===== src/rtl/seg_scan_driver.sv =====
`default_nettype none

// ============================================================================
// project_pkg
//   Display code set shared with seg_controller.
// Revision: 1.0
// ============================================================================
package project_pkg;
    typedef enum logic [4:0] {
        CODE_0   = 5'd0,
        CODE_1   = 5'd1,
        CODE_2   = 5'd2,
        CODE_3   = 5'd3,
        CODE_4   = 5'd4,
        CODE_5   = 5'd5,
        CODE_6   = 5'd6,
        CODE_7   = 5'd7,
        CODE_8   = 5'd8,
        CODE_9   = 5'd9,
        CODE_A   = 5'd10,
        CODE_B   = 5'd11,
        CODE_C   = 5'd12,
        CODE_D   = 5'd13,
        CODE_E   = 5'd14,
        CODE_H   = 5'd15,
        CODE_J   = 5'd16,
        CODE_P   = 5'd17,
        CODE_R   = 5'd18,
        CODE_T   = 5'd19,
        CODE_BLK = 5'd31
    } code_t;
endpackage

// ============================================================================
// seg_scan_driver
//   Time-multiplexed 8-digit 7-segment scan driver with anti-ghost guard,
//   tear-free frame latching and frame-counted blinking.
// Revision: 1.0
// ============================================================================
module seg_scan_driver #(
    parameter int DIGIT_TICKS  = 100_000,
    parameter int GUARD_TICKS  = 2_000,
    parameter int BLINK_FRAMES = 64
) (
    input  logic                      clk,
    input  logic                      rst,
    input  logic                      en,
    input  project_pkg::code_t [7:0]  seg_display_data,
    input  logic [7:0]                blink_mask,
    output logic [7:0]                seg_an,
    output logic [7:0]                seg_seg,
    output logic                      frame_start
);
    import project_pkg::*;

    localparam int TICK_W  = (DIGIT_TICKS  > 1) ? $clog2(DIGIT_TICKS)  : 1;
    localparam int FRAME_W = (BLINK_FRAMES > 1) ? $clog2(BLINK_FRAMES) : 1;

    localparam logic [TICK_W-1:0]  TICK_LAST  = TICK_W'(DIGIT_TICKS - 1);
    localparam logic [TICK_W-1:0]  GUARD_END  = TICK_W'(GUARD_TICKS);
    localparam logic [FRAME_W-1:0] FRAME_LAST = FRAME_W'(BLINK_FRAMES - 1);

    logic [TICK_W-1:0]  tick;
    logic [2:0]         scan_idx;
    logic               first_pend;
    code_t [7:0]        shadow_data;
    logic [7:0]         shadow_mask;
    logic [FRAME_W-1:0] frame_cnt;
    logic               blink_phase;

    logic               tick_wrap;
    logic               frame_latch;
    logic               digit_dark;
    logic [7:0]         an_next;
    logic [7:0]         seg_next;

    // Segment pattern for one code; dp stays 0, unknown codes are blank.
    function automatic logic [7:0] decode(input code_t c);
        logic [7:0] s;
        case (c)
            CODE_0:  s = 8'h3F;
            CODE_1:  s = 8'h06;
            CODE_2:  s = 8'h5B;
            CODE_3:  s = 8'h4F;
            CODE_4:  s = 8'h66;
            CODE_5:  s = 8'h6D;
            CODE_6:  s = 8'h7D;
            CODE_7:  s = 8'h07;
            CODE_8:  s = 8'h7F;
            CODE_9:  s = 8'h6F;
            CODE_A:  s = 8'h77;
            CODE_B:  s = 8'h7C;
            CODE_C:  s = 8'h39;
            CODE_D:  s = 8'h5E;
            CODE_E:  s = 8'h79;
            CODE_H:  s = 8'h76;
            CODE_J:  s = 8'h1E;
            CODE_P:  s = 8'h73;
            CODE_R:  s = 8'h50;
            CODE_T:  s = 8'h78;
            default: s = 8'h00;
        endcase
        return s;
    endfunction

    // Slot wrap and frame-latch decision (first cycle out of reset, or end of slot 7).
    always_comb begin
        tick_wrap   = (tick == TICK_LAST);
        frame_latch = !rst && (first_pend || (tick_wrap && (scan_idx == 3'd7)));
    end

    assign frame_start = frame_latch;

    // Slot counter: tick within the slot, scan_idx advances on each slot wrap.
    always_ff @(posedge clk) begin
        if (rst) begin
            tick     <= '0;
            scan_idx <= 3'd0;
        end else if (tick_wrap) begin
            tick     <= '0;
            scan_idx <= scan_idx + 3'd1;
        end else begin
            tick     <= tick + 1'b1;
        end
    end

    // Shadow frame: captured only at frame boundaries so a frame never tears.
    always_ff @(posedge clk) begin
        if (rst) begin
            first_pend <= 1'b1;
            for (int i = 0; i < 8; i++) begin
                shadow_data[i] <= CODE_BLK;
            end
            shadow_mask <= 8'hFF;
        end else begin
            first_pend <= 1'b0;
            if (frame_latch) begin
                shadow_data <= seg_display_data;
                shadow_mask <= blink_mask;
            end
        end
    end

    // Blink timing: count latched frames, flip the phase every BLINK_FRAMES.
    always_ff @(posedge clk) begin
        if (rst) begin
            frame_cnt   <= '0;
            blink_phase <= 1'b0;
        end else if (frame_latch) begin
            if (frame_cnt == FRAME_LAST) begin
                frame_cnt   <= '0;
                blink_phase <= ~blink_phase;
            end else begin
                frame_cnt   <= frame_cnt + 1'b1;
            end
        end
    end

    // Next anode/segment pair for the current slot; dark digits drive nothing.
    always_comb begin
        an_next    = 8'h00;
        seg_next   = 8'h00;
        digit_dark = (tick < GUARD_END) || !en ||
                     (!shadow_mask[scan_idx] && blink_phase);
        if (!digit_dark) begin
            an_next  = 8'b1 << scan_idx;
            seg_next = decode(shadow_data[scan_idx]);
        end
    end

    // Output register: anode and segments update on the same edge.
    always_ff @(posedge clk) begin
        if (rst) begin
            seg_an  <= 8'h00;
            seg_seg <= 8'h00;
        end else begin
            seg_an  <= an_next;
            seg_seg <= seg_next;
        end
    end

endmodule

`default_nettype wire


===== config.mk =====
export PLATFORM = sky130hd
export DESIGN_NAME = seg_scan_driver
export DESIGN_NICKNAME = d
export VERILOG_FILES = /design/src/rtl/seg_scan_driver.sv
export SDC_FILE = /design/constraint.sdc
export NUM_CORES = 1
export LEC_CHECK = 0
export CORE_ASPECT_RATIO = 0.5
export CORE_MARGIN = 2
export CORE_UTILIZATION = 48
export DETAILED_ROUTE_END_ITERATION = 6
export HOLD_SLACK_MARGIN = 0.15
export PLACE_DENSITY = 0.73
export SLEW_MARGIN = 10
export SYNTH_ARGS = -nofsm -noshare
export SYNTH_HDL_FRONTEND = slang
export SYNTH_SLANG_ARGS = --single-unit

===== constraint.sdc =====
create_clock -name clk -period 2.9 [get_ports clk]
set_input_delay 0.435 -clock clk [delete_from_list [all_inputs] [get_ports clk]]
set_output_delay 0.435 -clock clk [all_outputs]
set_load 0.02 [all_outputs]

==> summary.md <==
| Metric | Value |
|---|---|
| Area enclosed by the die boundary | 9480 um2 |
| RSZ-0062 raised after global routing | no |
| Endpoint of the worst register-to-register path | seg_seg[3] |
| Slack of the worst reg-to-reg path | 0.36 ns |
| Detailed placer's ending HPWL | 6330 um |
| Type of element launching the critical path | register |
| Layout Area Growth over Synthesis | 26.1% |
| Post-route clock period utilization | 87.5% |
| Power density normalized to cell area | 555 nW/um2 |
| Clock latency reported for the late side of the worst-skew pair | 0.34 ns |
| Clock root buffer master | sky130_fd_sc_hd__clkbuf_16 |
| Worst voltage drop across the vdd grid | 314 uV |
| Post-cts hold buffer count | 0 |
| Fraction of layout instances using a drive strength above 1 | 10.0% |
| Overall global routing resource usage | 20.1% |
| Max Slew Vio Count | 0 |
| Slew headroom | 47.7% |
| Crit Path Class | register to register |
| Final setup fails | 0 |
| Total wirelength of the detailed-routed design | 9030 um |
| Setup slack of the critical path after layout | 0.361 ns |
| Synthesis Warnings | 0 |
| Max Clock Skew | 0.00741 ns |
| Width of the die | 136 um |
| Vias in the first global route | 2,855 |
| DRC | 0 |
| Power after layout | 2.92 mW |
| CTS tree | built |
| Synthesized netlist net count | 479 |
| Maximum number of pins on one net before global-route repair | 111 |
| Critical path endpoint category | register |
| Detailed-router iteration count before antenna repair | 5 |
| Number of hold violations in the final report | 0 |
| Seq/Total Area, Yosys | 43.8% |
| Final ANT Viol Nets | 0 |
| Data required time of the worst path | 3.16 ns |
| Worst hold slack | 0.459 ns |
| Clock slew at reported path FFs | 0.06 ns |
| Crit path max fanout | 9 |
| Netlist Area Pre-Place | 4160 um2 |
| Critical path startpoint | scan_idx[0] |
| Status | finished clean |
| Initial core utilization | 50.8% |
| Transition time at the pin with the least slew margin | 0.777 ns |
| Min cycle time layout | 2.54 ns |
| Average wire length per cell after detail routing | 15.3 um |
| Launching point of the worst reg2reg path | scan_idx[0] |
| Core area | 8200 um2 |
| Total negative setup slack | 0 ns |
| Hold crit path type | register to register |
| Initial DRC Count | 220 |
| Critical path data arrival time | 2.79 ns |
| Via density | 5.35 |
| Antenna Diode Count | 0 |
| Count of H-tree levels built during CTS | 3 |
| Post-layout instance count excluding filler cells | 591 |
| Post-synthesis sequential element count | 91 |
| WHS Endpoint | shadow_data[37] |
| Layout Nets | 538 |
| Number of buffers created by CTS | 9 |
| Die boundary height | 69.9 um |
| Count of vias placed by the detailed router | 3,160 |
| Wire length of the first global-routing pass | 14,700 um |
| Number of cells on the worst reg-to-reg path | 6 |
| Post-Place Cells | 575 |
| Global placer's final weighted congestion | 0.817 |
| Maximum root-to-sink buffer count | 2 |
| Maximum clock frequency | 394 MHz |
| Hold_sp | shadow_data[37] |
| Number of port buffers | 66 |
| Overflow left after global routing | 0 |
| Static power due to leakage | 2.01 nW |
| Top-Level Pins | 68 |
| Standard-cell rows | 23 |
| Number of standard cells after synthesis | 415 |
| Count of cell types in the netlist | 41 |
| Antenna violations before repair | 0 |
| Total clock sinks | 91 |
| Synth Area per Inst | 10.0 um2 |
| Number of cells traversed by the worst hold path | 1 |
| Count of max-cap constraint violations | 0 |
| Post-placement setup slack | 0.316 ns |
-- cell families after synthesis --
family / after synthesis / share of synthesized area [%]
AO/OA/AOI/OAI: 84 / 15.3
XOR/XNOR: 15 / 3.16
adder cells (fa/ha/maj): 13 / 3.91
buffers and inverters: 40 / 4.69
flip-flops: 91 / 43.8
multiplexers: 25 / 9.71
other: 1 / 0.0901
AND/OR/NAND/NOR: 146 / 19.4
-- routing by layer --
layer | GRT usage [%] | vias up | part of all wire, %
li1 | - | 1598 | -
met1 | 28.8 | 1483 | 50
met2 | 29.3 | 70 | 43
met3 | 6.32 | 9 | 6.7
met4 | 4.86 | 0 | 1.0
met5 | 0 | - | 0
-- cell type report --
type	count	area [um2]
Clock inverter	7	116
Sequential cell	91	1820
Inverter	12	45.0
Clock buffer	9	225
Tap cell	112	140
Fill cell	683	2950
Multi-Input combinational cell	284	2150
Timing Repair Buffer	76	746
-- cell usage after synthesis (all sizes together) --
cell	instances	area share [%]
or4bb	1	0.27
and4	1	0.21
mux4	12	6.5
or2	2	0.30
nand3	10	1.2
a2111oi	1	0.36
and3	5	0.75
nand4	3	0.45
dfxtp	91	44
and2	3	0.45
clkbuf	14	1.3
and2b	1	0.18
o21ai	10	1.2
buf	14	2.3
nand2	17	1.5
mux2i	10	2.4
a211o	49	10
nor2	28	2.5
mux2	3	0.81
o21bai	2	0.36
nand3b	1	0.18
or4	3	0.63
nor4	2	0.66
a21oi	16	2.0
xnor2	6	1.3
nor3	13	1.6
nor2b	47	7.1
conb	1	0.090
o221ai	2	0.42
inv	12	1.1
ha	13	3.9
xor2	9	1.9
or3	7	1.1
a31oi	4	0.60
nand4b	2	0.42
-- layout by cell type (no fill, tap or decap), types with 6 or more instances in the layout --
master and count:
sky130_fd_sc_hd__nand2_1 17, sky130_fd_sc_hd__dfxtp_1 91, sky130_fd_sc_hd__nor2_1 28, sky130_fd_sc_hd__ha_1 13
sky130_fd_sc_hd__buf_4 9, sky130_fd_sc_hd__xor2_1 9, sky130_fd_sc_hd__mux2i_1 10, sky130_fd_sc_hd__nor2b_1 47
sky130_fd_sc_hd__o21ai_0 10, sky130_fd_sc_hd__xnor2_1 6, sky130_fd_sc_hd__nor3_1 13, sky130_fd_sc_hd__a21oi_1 15
sky130_fd_sc_hd__or3_1 7, sky130_fd_sc_hd__inv_1 12, sky130_fd_sc_hd__clkbuf_16 9, sky130_fd_sc_hd__a211o_1 49
sky130_fd_sc_hd__clkdlybuf4s50_1 64, sky130_fd_sc_hd__nand3_1 10, sky130_fd_sc_hd__mux4_2 12
-- worst max-delay path by stage --
stage                       end  slack (ns)  cells after the start
global route         seg_seg[3]        0.09                      6
finish               seg_seg[3]        0.36                      6
CTS                 frame_start        0.03                      5
detailed placement   seg_seg[3]        0.32                      6
floorplan           frame_start        0.35                      7
global placement    frame_start        0.44                      5
-- repair_timing --
item	4_1_cts	5_1_grt
gates resized for setup	0	1
setup endpoints to repair	0	1
setup buffers	0	0
-- power by group --
group / total, mW / internal (mW) / switching (mW)
sequential: 1.34 / 1.30 / 0.0329
combinational: 0.272 / 0.156 / 0.116
clock: 1.31 / 0.839 / 0.468
total: 2.92 / 2.30 / 0.617
-- worst max-delay path, cell delays in order, from the launching register on --
cell and delay [ns]:
sky130_fd_sc_hd__dfxtp_1 0.51, sky130_fd_sc_hd__buf_4 0.27, sky130_fd_sc_hd__mux4_2 0.52, sky130_fd_sc_hd__mux2i_1 0.55, sky130_fd_sc_hd__mux2i_1 0.17, sky130_fd_sc_hd__a211o_1 0.30, sky130_fd_sc_hd__a21oi_1 0.11
-- per-stage QoR --
| stage | cell area (um2) | util (%) |
|---|---|---|
| floorplan | 4160 | - |
| global placement | 4900 | 59.8 |
| detailed placement | 4900 | 59.8 |
| CTS | 5250 | 64.0 |
| global route | 5250 | 64.0 |
| finish | 5250 | 64.0 |
-- flip-flops by register name, summed over array words and instances, names as in the netlist --
register / cells
frame_cnt: 6
shadow_mask: 8
blink_phase: 1
seg_seg: 7
tick: 17
first_pend: 1
seg_an: 8
scan_idx: 3
shadow_data: 40
Note: power is estimated with default switching activity, not from simulation.
